--- src/rtl/rain_msg_formatter.sv ---
// Rain sample to ASCII line formatter: "R=<f>,V=<dddd>[*HH]\r\n" over a valid/ack byte stream.
// Optional checksum field enabled by defining RAIN_MSG_CHECKSUM_EN.
module rain_msg_formatter #(
  parameter int ADC_W    = 10,
  parameter bit EOL_CRLF = 1'b1
) (
  input  logic             clk,
  input  logic             rst,
  input  logic             sample_valid,
  input  logic             rain_detected,
  input  logic [ADC_W-1:0] sample_value,
  output logic [7:0]       tx_data,
  output logic             tx_data_valid,
  input  logic             tx_data_ack,
  output logic             busy,
  output logic             sample_drop
);

  localparam logic [1:0] S_IDLE = 2'd0;
  localparam logic [1:0] S_CONV = 2'd1;
  localparam logic [1:0] S_SEND = 2'd2;

`ifdef RAIN_MSG_CHECKSUM_EN
  localparam int CS_LEN = 3;
`else
  localparam int CS_LEN = 0;
`endif
  localparam int EOL_IDX  = 10 + CS_LEN;
  localparam int LINE_LEN = EOL_IDX + (EOL_CRLF ? 2 : 1);
  localparam logic [3:0] LAST_IDX = 4'(LINE_LEN - 1);
  localparam int CW = $clog2(ADC_W + 1);

  logic [1:0]       state_q, state_d;
  logic             flag_q, flag_d;
  logic [ADC_W-1:0] bin_q, bin_d;
  logic [15:0]      bcd_q, bcd_d;
  logic [CW-1:0]    cnt_q, cnt_d;
  logic [3:0]       idx_q, idx_d;
  logic [7:0]       tx_data_q, tx_data_d;
  logic             tx_valid_q, tx_valid_d;
  logic             busy_q, busy_d;
  logic             drop_q, drop_d;
`ifdef RAIN_MSG_CHECKSUM_EN
  logic [7:0]       cks_q, cks_d;
`endif

  logic             ack_ok;
  logic [ADC_W-1:0] sat;
  logic [15:0]      adj;

  // Nibble to uppercase ASCII hex
  function automatic logic [7:0] hex_ascii(input logic [3:0] n);
    if (n < 4'd10) return 8'h30 + {4'h0, n};
    return 8'h37 + {4'h0, n};
  endfunction

  // Byte at position i of the current line
  function automatic logic [7:0] line_byte(input logic [3:0] i);
    logic [7:0] r;
    r = 8'h0A;
    case (i)
      4'd0: r = 8'h52;
      4'd1: r = 8'h3D;
      4'd2: r = {7'b0011000, flag_q};
      4'd3: r = 8'h2C;
      4'd4: r = 8'h56;
      4'd5: r = 8'h3D;
      4'd6: r = {4'h3, bcd_q[15:12]};
      4'd7: r = {4'h3, bcd_q[11:8]};
      4'd8: r = {4'h3, bcd_q[7:4]};
      4'd9: r = {4'h3, bcd_q[3:0]};
      default: begin
`ifdef RAIN_MSG_CHECKSUM_EN
        if (i == 4'd10)      r = 8'h2A;
        else if (i == 4'd11) r = hex_ascii(cks_q[7:4]);
        else if (i == 4'd12) r = hex_ascii(cks_q[3:0]);
        else
`endif
        if (EOL_CRLF && i == 4'(EOL_IDX)) r = 8'h0D;
        else r = 8'h0A;
      end
    endcase
    return r;
  endfunction

  // Next-state logic: capture, double-dabble conversion, byte sequencing
  always_comb begin
    state_d    = state_q;
    flag_d     = flag_q;
    bin_d      = bin_q;
    bcd_d      = bcd_q;
    cnt_d      = cnt_q;
    idx_d      = idx_q;
    tx_data_d  = tx_data_q;
    tx_valid_d = tx_valid_q;
    busy_d     = busy_q;
`ifdef RAIN_MSG_CHECKSUM_EN
    cks_d      = cks_q;
`endif
    drop_d = sample_valid & busy_q;
    ack_ok = tx_data_ack & tx_valid_q;

    // Values above 9999 are only representable when ADC_W >= 14
    if (32'(sample_value) > 32'd9999) sat = ADC_W'(9999);
    else sat = sample_value;

    adj = bcd_q;
    for (int n = 0; n < 4; n++) begin
      if (bcd_q[n*4 +: 4] >= 4'd5)
        adj[n*4 +: 4] = bcd_q[n*4 +: 4] + 4'd3;
    end

    unique case (state_q)
      S_IDLE: begin
        if (sample_valid) begin
          flag_d  = rain_detected;
          bin_d   = sat;
          bcd_d   = 16'h0000;
          cnt_d   = '0;
          idx_d   = 4'd0;
          busy_d  = 1'b1;
          state_d = S_CONV;
`ifdef RAIN_MSG_CHECKSUM_EN
          cks_d   = 8'h00;
`endif
        end
      end
      S_CONV: begin
        if (cnt_q == CW'(ADC_W)) begin
          tx_data_d  = line_byte(4'd0);
          tx_valid_d = 1'b1;
          state_d    = S_SEND;
        end else begin
          bcd_d = {adj[14:0], bin_q[ADC_W-1]};
          bin_d = bin_q << 1;
          cnt_d = cnt_q + CW'(1);
        end
      end
      S_SEND: begin
        if (ack_ok) begin
`ifdef RAIN_MSG_CHECKSUM_EN
          if (idx_q < 4'd10) cks_d = cks_q ^ tx_data_q;
`endif
          if (idx_q == LAST_IDX) begin
            tx_valid_d = 1'b0;
            busy_d     = 1'b0;
            idx_d      = 4'd0;
            state_d    = S_IDLE;
          end else begin
            idx_d     = idx_q + 4'd1;
            tx_data_d = line_byte(idx_q + 4'd1);
          end
        end
      end
      default: begin
        state_d = S_IDLE;
      end
    endcase
  end

  // State registers with asynchronous reset
  always_ff @(posedge clk or posedge rst) begin
    if (rst) begin
      state_q    <= S_IDLE;
      flag_q     <= 1'b0;
      bin_q      <= '0;
      bcd_q      <= 16'h0000;
      cnt_q      <= '0;
      idx_q      <= 4'd0;
      tx_data_q  <= 8'h00;
      tx_valid_q <= 1'b0;
      busy_q     <= 1'b0;
      drop_q     <= 1'b0;
`ifdef RAIN_MSG_CHECKSUM_EN
      cks_q      <= 8'h00;
`endif
    end else begin
      state_q    <= state_d;
      flag_q     <= flag_d;
      bin_q      <= bin_d;
      bcd_q      <= bcd_d;
      cnt_q      <= cnt_d;
      idx_q      <= idx_d;
      tx_data_q  <= tx_data_d;
      tx_valid_q <= tx_valid_d;
      busy_q     <= busy_d;
      drop_q     <= drop_d;
`ifdef RAIN_MSG_CHECKSUM_EN
      cks_q      <= cks_d;
`endif
    end
  end

  assign tx_data       = tx_data_q;
  assign tx_data_valid = tx_valid_q;
  assign busy          = busy_q;
  assign sample_drop   = drop_q;

endmodule

--- config.mk ---
export PLATFORM = sky130hd
export DESIGN_NAME = rain_msg_formatter
export DESIGN_NICKNAME = d
export VERILOG_FILES = /design/src/rtl/rain_msg_formatter.sv
export SDC_FILE = /design/constraint.sdc
export NUM_CORES = 1
export LEC_CHECK = 0
export ABC_AREA = 1
export CAP_MARGIN = 0
export CORE_MARGIN = 2
export CORE_UTILIZATION = 59
export CTS_BUF_LIST = sky130_fd_sc_hd__clkbuf_8
export DETAILED_ROUTE_END_ITERATION = 7
export GPL_ROUTABILITY_DRIVEN = 0
export GPL_TIMING_DRIVEN = 0
export HOLD_SLACK_MARGIN = 0.03
export PLACE_DENSITY_LB_ADDON = 0.1
export REMOVE_ABC_BUFFERS = 1
export SYNTH_ARGS = -nofsm -noshare
export SYNTH_HDL_FRONTEND = slang
export SYNTH_SLANG_ARGS = --single-unit
--- constraint.sdc ---
create_clock -name clk -period 2.6 [get_ports clk]
set_clock_uncertainty 0.2 [all_clocks]
set_input_delay 0.26 -clock clk [delete_from_list [all_inputs] [get_ports clk]]
set_output_delay 0.26 -clock clk [all_outputs]
set_load 0.005 [all_outputs]
==> results of run 1 <==
[power breakdown]
part | total, W | leakage (nW) | switching [W] | internal, W
Sequential | 0.00113 | 0.600 | 0.000182 | 0.000949
Clock | 0.000436 | 0.0402 | 0.000249 | 0.000187
Combinational | 0.00123 | 0.818 | 0.000778 | 0.000449
[layout make-up]
class | instances | area, sq um
Clock buffer | 5 | 68.82
Clock inverter | 3 | 20.02
Fill cell | 342 | 1315
Inverter | 45 | 168.9
Multi-Input combinational cell | 230 | 1340
Sequential cell | 47 | 1176
Tap cell | 52 | 65.06
Timing Repair Buffer | 25 | 260.3
[synth_stat cells, drive strengths merged, types with 2 or more instances]
cell     number  area (sq um)
o31ai         2         20.02
o2111ai       4         35.03
ha           15         187.7
xor2          4         42.55
inv          45         168.9
a32o          4         40.04
buf           8         51.29
clkbuf        3         11.26
a22oi         9         67.56
a21oi         4         20.02
dfrtp        47          1176
nand2        85         339.1
o41ai         3         48.80
nor2         27         131.4
o21ai        20         100.1
o211ai        4         30.03
nand3        28         140.1
nand4         9         56.30
o22ai         7         43.79
[worst max path at each step]
stage	startpoint	endpoint	slack, ns	cells past startpoint
2_1_floorplan	idx_q[0]	tx_data[1]	0.79	9
3_3_place_gp	rst	bcd_q[10]	0.11	2
6_report	idx_q[1]	tx_data[2]	0.48	9
5_1_grt	idx_q[1]	tx_data[1]	0.27	9
4_1_cts	idx_q[0]	tx_data[2]	0.50	9
3_5_place_dp	sample_valid	bcd_q[12]	0.44	5
[through the flow]
stage	instances	setup slack [ns]	hold slack, ns	area (sq um)	utilization (%)
2_1_floorplan	322	0.7878	0.1597	2685	-
3_3_place_gp	398	0.1122	0.2594	2990	67.74
3_5_place_dp	399	0.4360	0.2650	3010	68.20
4_1_cts	407	0.5045	0.03757	3099	70.21
5_1_grt	407	0.2734	0.04880	3099	70.21
6_report	407	0.4835	0.02494	3099	70.21
[worst max-delay path: stages (launching register included)]
cell                      delay, ns
sky130_fd_sc_hd__dfrtp_1       0.48
sky130_fd_sc_hd__ha_1          0.32
sky130_fd_sc_hd__xor2_2        0.36
sky130_fd_sc_hd__nor2_1        0.18
sky130_fd_sc_hd__nand3_1       0.11
sky130_fd_sc_hd__nand3_1       0.07
sky130_fd_sc_hd__nor2_1        0.12
sky130_fd_sc_hd__nand2_1       0.06
sky130_fd_sc_hd__nand3_1       0.06
sky130_fd_sc_hd__nand2_1       0.05
[state kept, by name (all words and copies together) (netlist names)]
register       cells
tx_data            7
busy               1
bcd_q             16
cnt_q              4
tx_data_valid      1
idx_q              4
sample_drop        1
state_q            2
bin_q             10
flag_q             1
[cells by family (layout without fill, tap and decap cells)]
group,Yosys count,in the layout,synth area share [%]
AOI/OAI and AO/OA,58,58,14.98
other,1,1,0.1365
and+or+nand+nor,151,151,24.68
xor gates and xnor gates,5,5,2.141
DFF,47,47,42.81
buffers and inverters,56,78,8.424
adders and majority gates,15,15,6.831
[routing by layer]
layer	GRT usage (%)	wire length [microns]	vias to the layer above
met3	3.472	185	4
met2	40.47	2625	42
met5	0	0	-
met1	31.45	2590	1094
met4	6.289	48	0
li1	-	-	1157
==> run summary, run 1 <==
The run finished with clean final reports. Most common cell after layout, fill and taps aside: sky130_fd_sc_hd__nand2_1. The logic depth of the worst register-to-register path was 9.

The number of global-route vias before repair is 2214, and the number of buffers added by the clock tree synthesis step is 5. The net count of the finished layout is 384. During synthesis, Yosys emitted a total of 0 warnings. Worst setup path category: flip-flop to flip-flop. The logs give 23.62% for the total track usage and 472.5 MHz for the fmax. Setup repair after global routing left no endpoint under its margin. Entering global routing, the biggest net connects 34 pins.

The top flip-flop cell by instance count after synthesis is sky130_fd_sc_hd__dfrtp_1. STA classifies the critical path endpoint as a flip-flop. The region available for standard cell placement spans 0.004414 sq mm. Averaged over all synthesized cells, the footprint is 8.251 sq um. Flip-flop and latch count after synthesis: 47.

For the overall via count from detail_route, the log shows 2297. IR analysis of the VDD net gives a maximum drop of 549.2 uV. After floorplanning, the core was divided into 24 placement rows. The peak fanout along the critical path is 8, and the power after layout is 0.002794 W.

The later pin in the worst-skew pair is clocked with a latency of 0.30 ns. The final period utilization works out to 81.40%. The clock drives 47 sinks. The total wire length after detailed routing is 5451 microns, and the number of standard cells after synthesis is 333. The antenna cell count was 0; the post-cts sizing count was 0.

In this run the static leakage power is 1.458 nW. The tools report the count of pins over their slew limit as 0. The max capacitance violation total was 0; the sequential-to-total area share from yosys stat was 42.81%. Once detailed placement completed, the half-perimeter wirelength came to 4039 microns. The number of hold buffers added after CTS was 0.

From left edge to right edge, the die measures 72.24 microns. The die covers 0.005219 sq mm. The worst path in the final design needs a cycle of 2.116 ns, including I/O delays and setup. In this run the count of I/O pins placed on the die edge is 26. The length of the first detailed-routing pass in iterations is 8.

TritonCTS built the clock tree. The total congestion overflow came out at 0. In the synthesized netlist the async set-or-reset flop fraction comes to 100.0%. For this run, design rule violations remaining after detail routing come to 0. STA classifies the critical path startpoint as a flip-flop. Using the TritonRoute via totals, the vias-per-cell ratio works out to 5.644. The share of final-layout standard cells stronger than drive strength 1 is 8.732%, and the level count of the clock H-tree is 2. The run gives 0 as the post-detailed-route count of antenna-violating nets.

Area of the mapped netlist: 0.002748 sq mm. In this run the tool buffered the top-level ports with 24 buffer cells. The endpoint identified for the worst register-to-register timing path is tx_data[2]. In the layout the commonest cells are sky130_fd_sc_hd__nand2_1, sky130_fd_sc_hd__dfrtp_1, sky130_fd_sc_hd__inv_1.

The worst-case register-to-register setup slack is 0.48 ns, and the total of endpoints with negative setup slack in the final report is 0. The cell sitting at the root of the clock tree is a sky130_fd_sc_hd__clkbuf_8. The area growth from synthesis to layout is 12.80%. In the final routed layout, each cell accounts on average for 13.39 microns. In this run the worst hold path is classified as primary input to async pin. The number of design-rule violations left by the first detailed-router iteration is 151, and the CTS clock-pin slew for the worst setup and hold paths is 0.09 ns.

Power spread over the standard cell area amounts to 901.5 mW/mm^2. The height of the die is 72.24 microns. The final number of hold-violating endpoints came out at 0. The number of buffers added for setup after CTS is 0, and the initial antenna violation count is 0.

Required arrival time at the worst endpoint: 2.59 ns. Setup total negative slack on the finished layout was measured at 0 ns. The tools report the global-route wire length before repair as 9887 microns. Startpoint of the worst-slack reg-to-reg timing path: idx_q[1].

For this configuration, the core starts out at a cell density of 62.24%. The longest clock path from root to sink contains 2 buffers. STA puts the critical path data arrival time at 2.11 ns. The number of synthesized flops with an enable pin is 0. Yosys mapped the design onto 33 distinct sky130hd cell types.
No activity file was read; power rests on OpenSTA's default activity.
==> run 2: changes to the inputs <==
==> constraint.sdc (replaced) <==
create_clock -name clk -period 2.08 [get_ports clk]
set_clock_uncertainty 0.2 [all_clocks]
set_input_delay 0.208 -clock clk [delete_from_list [all_inputs] [get_ports clk]]
set_output_delay 0.208 -clock clk [all_outputs]
set_load 0.005 [all_outputs]
==> run 2 against run 1 <==
Clock-buffer cell count unchanged. Die area unchanged. Sequential cell count unchanged. Global-route usage up 0.34 points. Wire length up 2.2%. Fmax up 11%. Hold slack better by 0.23 ns. Highest routed layer unchanged.
==> run summary, run 2 (synthesis results as in run 1) <==
The flow ran to the end, and the final reports show no timing, DRC or antenna violations. The global-route wire length before repair was 10010 microns (+1.2%); the largest buffer count on any clock path was 2 (unchanged). The sum of buffers and inverters on the critical path came out at 1 (+1). Ranked by flip-flop count, first place goes to bcd_q. The tools report the root cell of the clock tree as sky130_fd_sc_hd__clkbuf_8. The count of pins over their slew limit came out at 0 (unchanged). The core footprint is 0.004414 sq mm (unchanged). TritonCTS built the clock tree. The logs give 2 (unchanged) for the level count of the clock H-tree and 2319 (+0.96%) for the overall via count from detail_route.

The final number of hold-violating endpoints was 0 (unchanged); the peak supply drop was 690.1 uV (+26%). The post-detailed-route count of antenna-violating nets is 0 (unchanged). The kind of end point of the critical path is a flip-flop. The die boundary width is 72.24 microns (unchanged), and the critical path data arrival time is 1.90 ns (-0.21 ns). The number of global-route vias before repair is 2241 (+1.2%).

The top-level I/O count was 26 (unchanged); the estimated wirelength of the detail-placed design was 4039 microns (unchanged). The tools report the number of cell rows as 24 (unchanged). Peak fanout along the critical path: 8 (unchanged).

The time the worst path needs with I/O delays and setup works out to 1.914 ns (-0.2027 ns). The post-route DRC violation count came out at 0 (unchanged). The tools report the number of clock sinks as 47 (unchanged).

The run gives 0.005219 sq mm (unchanged) as the area of the die. Setup repair after global routing left no endpoint under its margin. The CTS clock-pin slew for the worst setup and hold paths was 0.09 ns (about the same); the power after layout was 0.003549 W (+27%). The worst hold path belongs to the class primary input to flip-flop.

Initial antenna violation count: 0 (unchanged). The standby leakage power is 1.462 nW (+0.30%). The tools report the terminus of the critical flop-to-flop path as tx_data[2].

The initial standard-cell utilization of the core is 62.24% (unchanged), and the number of buffers added by the clock tree synthesis step is 5 (unchanged). The startpoint identified for the worst hold timing path is rain_detected. For the net total in the final layout, the log shows 386 (+0.52%). The worst-case register-to-register setup slack was 0.17 ns (-0.32 ns). The final instance area was 0.003176 sq mm (+2.5%); the post-detailed-route wirelength per cell was 13.62 microns (+1.7%).

The tools report the max capacitance violation total as 0 (unchanged). The total congestion overflow is 0 (unchanged), and the number of cells on the worst hold path is 3. The share of final-layout standard cells stronger than drive strength 1 is 11.76% (+3.0 points), and the final period utilization is 92.01% (+11 points). The tools report the end point of the most critical hold path as flag_q.

The worst slack after detailed placement is -0.03203 ns (-0.4680 ns). The logic depth of the worst register-to-register path was 8 (-1). The run gives 0 (unchanged) as the antenna cell count.

The number of design-rule violations left by the first detailed-router iteration was 153 (+1.3%). The startpoint of the worst-slack reg-to-reg timing path was idx_q[1]. The via density per instance works out to 5.670 (+0.46%).

The latest clock arrival within the worst-skew pair is 0.30 ns (about the same). The top cell family by delay on the critical path is simple AND/OR/NAND/NOR gates. The port buffer count works out to 24 (unchanged). The height of the die came out at 72.24 microns (unchanged).

The layout overhead on the synthesized area works out to 15.57%. The fmax is 522.5 MHz (+11%). The tools report the nature of the critical path startpoint as a flip-flop. The pin count of the biggest net entering global routing was 34 (unchanged); the total of endpoints with negative setup slack in the final report was 0 (unchanged). Among all stages on the critical path, the largest delay is contributed by sky130_fd_sc_hd__dfrtp_2. The tools report the post-route setup TNS as 0 ns (unchanged).

Most common cell after layout, fill and taps aside: sky130_fd_sc_hd__nand2_1. The tools report the length of the first detailed-routing pass in iterations as 5 (-3). The signal on the critical path passes through inv_1, ha_1, o211ai_1, nand2_1, nor2_2, nand3_1, nand3_1, nand2_1. The least setup slack across all paths after layout is 0.1662 ns (-0.3173 ns). The peak per-stage delay on the critical path works out to 0.46 ns (-0.02 ns).

The total track usage was 23.96% (+0.34 points); the standard cell area after detailed placement was 0.003010 sq mm (unchanged). The number of flip-flops under the largest register name is 16 (unchanged). The library cells used most frequently in the layout, excluding fill and tap cells, are sky130_fd_sc_hd__nand2_1, sky130_fd_sc_hd__dfrtp_1, sky130_fd_sc_hd__inv_1.

Worst setup path category: flip-flop to flip-flop. The power density of the placed cells was 1118 mW/mm^2 (+24%). The required arrival time at the worst endpoint was 2.07 ns (-0.52 ns); the total wire length after detailed routing was 5569 microns (+2.2%).
-- run 2: worst max path at each step --
stage	depth (start not counted)	end	startpoint
CTS	8	tx_data[2]	idx_q[0]
global placement	2	bcd_q[10]	rst
detailed placement	5	bcd_q[12]	sample_valid
global route	9	tx_data[1]	idx_q[1]
floorplan	9	tx_data[1]	idx_q[0]
finish	8	tx_data[2]	idx_q[1]
-- run 2: layer usage --
| layer | vias to the layer above | routed length [microns] | global-route usage (%) |
|---|---|---|---|
| met3 | 7 | 242 | 3.333 |
| li1 | 1164 | - | - |
| met1 | 1091 | 2554 | 31.69 |
| met5 | - | 0 | 0 |
| met4 | 0 | 59 | 6.289 |
| met2 | 57 | 2713 | 41.49 |
-- run 2: cell type report --
| cell class | count | area [sq um] |
|---|---|---|
| Clock buffer | 5 | 68.82 |
| Clock inverter | 3 | 20.02 |
| Fill cell | 332 | 1239 |
| Inverter | 45 | 171.4 |
| Multi-Input combinational cell | 230 | 1393 |
| Sequential cell | 47 | 1180 |
| Tap cell | 52 | 65.06 |
| Timing Repair Buffer | 27 | 277.8 |
-- run 2: worst reg2reg max path, delay by kind of cell, from the launching register on --
family	cells	cell delay (ns)
buffers and inverters	1	0.10
adders and majority gates	1	0.30
AOI/OAI and AO/OA	1	0.22
DFF	1	0.46
and+or+nand+nor	5	0.54
-- run 2: per-stage QoR --
step / utilization [%] / instances / hold slack [ns]
finish: 71.94 / 409 / 0.2588
global route: 71.94 / 409 / 0.2723
CTS: 70.78 / 408 / 0.2617
detailed placement: 68.20 / 399 / 0.2650
global placement: 67.74 / 398 / 0.2594
floorplan: - / 322 / 0.1077
-- run 2: power by group --
group	internal (W)	leakage [nW]	switching (W)	total (W)
combinational	0.000583	0.827	0.000993	0.00158
sequential	0.00119	0.595	0.000234	0.00142
clock	0.000234	0.0402	0.000315	0.000549
total	0.00201	1.46	0.00154	0.00355
-- run 2: what timing repair did --
action                     CTS  global route
hold endpoints to repair    14             0
gates resized for setup      3            12
setup endpoints to repair    1             9
setup buffers                0             1
hold buffers                 1             0
==> run 3: changes to the inputs <==
--- a/config.mk
+++ b/config.mk
@@ -7,7 +7,8 @@
 export LEC_CHECK = 0
 export ABC_AREA = 1
 export CAP_MARGIN = 0
-export CORE_MARGIN = 2
+export CORE_ASPECT_RATIO = 0.8
+export CORE_MARGIN = 3
 export CORE_UTILIZATION = 59
 export CTS_BUF_LIST = sky130_fd_sc_hd__clkbuf_8
 export DETAILED_ROUTE_END_ITERATION = 7
==> run 3 against run 2 <==
Final cell count grew 1.7%. Worst setup slack lost 0.033 ns. Sequential power is essentially flat. First-iteration DRC count fell by 2.0%. Core utilization is 1.7 points higher. Sequential share of layout area down 0.16 points. Clock-buffer cell count did not move. Total power is 1.8% higher. Critical endpoint unchanged. Via count rose by 0.56%. Register-to-register slack worse by 0.03 ns.
==> run summary, run 3 (synthesis results as in run 1) <==
The overall via count from detail_route is 2332 (+0.56%), and the share of final-layout standard cells stronger than drive strength 1 is 11.70% (-0.066 points). The number of global-route vias before repair is 2084 (-7.0%). Type of the worst min-delay path: primary input to flip-flop. The standby leakage power came out at 1.478 nW (+1.0%).

The top-level I/O count came out at 26 (unchanged). The peak fanout along the critical path is 7 (-1), and the post-route DRC violation count is 0 (unchanged). The number of clock sinks is 47 (unchanged).

The critical path data arrival time is 1.96 ns (+0.06 ns). The run finished with clean final reports. The area of the die is 0.005517 sq mm (+5.7%), and the number of flip-flops under the largest register name is 16 (unchanged). The tools report the nature of the critical path startpoint as a flip-flop. Least setup slack across all paths after layout: 0.1332 ns (-0.03300 ns). For the total instance count after detailed placement, the log shows 404 (+1.3%). The peak-usage layer in the global routing report is met1.

The logs give 0 (unchanged) for the total of endpoints with negative setup slack in the final report and 0 (unchanged) for the final number of hold-violating endpoints. The library cell used most frequently in the layout, excluding fill and tap cells, is sky130_fd_sc_hd__nand2_1. TritonCTS built the clock tree. The length of the first detailed-routing pass in iterations is 6 (+1), and the global-route track usage on met3 is 4.865% (+1.5 points). The number of buffers added by the clock tree synthesis step came out at 5 (unchanged).

For the initial standard-cell utilization of the core, the log shows 63.38% (+1.1 points). The standard cell area after detailed placement was 0.003017 sq mm (+0.21%). The met1 routing resource usage after global routing is 33.82% (+2.1 points). Worst setup path category: flip-flop to flip-flop. The post-detailed-route count of antenna-violating nets was 0 (unchanged); the latest clock arrival within the worst-skew pair was 0.32 ns (+0.02 ns). The tools report the non-filler instance count after layout as 416 (+1.7%). The number of cell rows was 21 (-13%); the total track usage was 23.47% (-0.49 points).

The count of pins over their slew limit is 0 (unchanged). The die boundary width is 82.30 microns (+14%). The tools report the post-route setup TNS as 0 ns (unchanged). For the global-route wire length before repair, the log shows 9756 microns (-2.5%). The largest buffer count on any clock path was 2 (unchanged); the final period utilization was 93.60% (+1.6 points). The met2 track utilization from global routing came out at 33.40% (-8.1 points).

Ranked by flip-flop count, first place goes to bcd_q. The net total in the final layout is 388 (+0.52%). The CTS clock-pin slew for the worst setup and hold paths was 0.09 ns (about the same); the time the worst path needs with I/O delays and setup was 1.947 ns (+0.03300 ns). The run gives 2 (unchanged) as the level count of the clock H-tree. The estimated wirelength of the detail-placed design is 4225 microns (+4.6%). The via density per instance is 5.606 (-1.1%), and the layout overhead on the synthesized area is 16.21%. The library cells used most frequently in the layout, excluding fill and tap cells, are sky130_fd_sc_hd__nand2_1, sky130_fd_sc_hd__dfrtp_1, sky130_fd_sc_hd__inv_1.

Number of design-rule violations left by the first detailed-router iteration: 150 (-2.0%). The port buffer count works out to 24 (unchanged). The post-detailed-route wirelength per cell is 14.68 microns (+7.8%). The initial antenna violation count is 0 (unchanged). The height of the die works out to 67.04 microns (-7.2%). The antenna cell count is 0 (unchanged). The run gives 513.7 MHz (-1.7%) as the fmax. Kind of end point of the critical path: a flip-flop.

Final instance area: 0.003193 sq mm (+0.55%). The pin count of the biggest net entering global routing was 32 (-5.9%); the total congestion overflow was 0 (unchanged). The run gives 0.004335 sq mm (-1.8%) as the core footprint. The required arrival time at the worst endpoint came out at 2.09 ns (+0.02 ns). The tools report the root cell of the clock tree as sky130_fd_sc_hd__clkbuf_8. The peak supply drop was 618.7 uV (-10%).

The max capacitance violation total came out at 0 (unchanged). The power density of the placed cells was 1131 mW/mm^2 (+1.2%); the total wire length after detailed routing was 6105 microns (+9.6%). The worst slack after detailed placement was -0.03023 ns (+0.001806 ns).
## run 3: final timing paths
kind | startpoint | cells past startpoint | slack [ns] | to
max in group asynchronous | rst | 4 | 0.60 | state_q[0]
hold reg to reg | tx_data[3] | 2 | 0.29 | tx_data[3]
min in group asynchronous | rst | 3 | 0.58 | busy
hold / removal | rain_detected | 3 | 0.22 | flag_q
setup reg to reg | idx_q[0] | 8 | 0.13 | tx_data[2]
setup / recovery | idx_q[0] | 8 | 0.13 | tx_data[2]
## run 3: through the flow
step | util (%) | hold slack [ns] | power (W)
after floorplan | - | 0.1077 | 0.002469
final | 73.65 | 0.2240 | 0.003612
after global placement | 69.12 | 0.2645 | 0.002919
after global routing | 73.65 | 0.2352 | 0.003900
after CTS | 72.58 | 0.2278 | 0.003569
after detailed placement | 69.58 | 0.2696 | 0.002982
## run 3: repair_timing
item	CTS	global route
endpoints found under the hold margin	16	0
resized for setup	4	9
setup buffers	0	3
setup endpoints to repair	4	6
hold buffers	1	0
## run 3: layer usage
layer	vias to the layer above	share of wire (%)
met3	9	4.7
met5	-	0
met4	0	1.6
li1	1156	-
met1	1102	49
met2	65	45
## run 3: final cells by class
| class | instances | area [sq um] |
|---|---|---|
| multi-input cells | 230 | 1383 |
| flip-flops and latches | 47 | 1181 |
| fillers | 338 | 1142 |
| repair buffers | 29 | 292.8 |
| inverters | 45 | 171.4 |
| well taps | 57 | 71.32 |
| clock buffers | 5 | 68.82 |
| clock inverters | 3 | 25.02 |
## run 3: critical path, stage by stage, from the launching register on
cell                       delay [ns]
sky130_fd_sc_hd__dfrtp_2         0.48
sky130_fd_sc_hd__inv_1           0.12
sky130_fd_sc_hd__ha_1            0.31
sky130_fd_sc_hd__o211ai_1        0.20
sky130_fd_sc_hd__nand2_1         0.10
sky130_fd_sc_hd__nor2_2          0.14
sky130_fd_sc_hd__nand3_1         0.13
sky130_fd_sc_hd__nand3_1         0.11
sky130_fd_sc_hd__nand2_1         0.05
## run 3: where the power goes
| group | switching, W | internal, W | total (W) |
|---|---|---|---|
| combinational | 0.00100 | 0.000585 | 0.00159 |
| clock | 0.000344 | 0.000241 | 0.000585 |
| sequential | 0.000246 | 0.00119 | 0.00144 |
| total | 0.00159 | 0.00202 | 0.00361 |
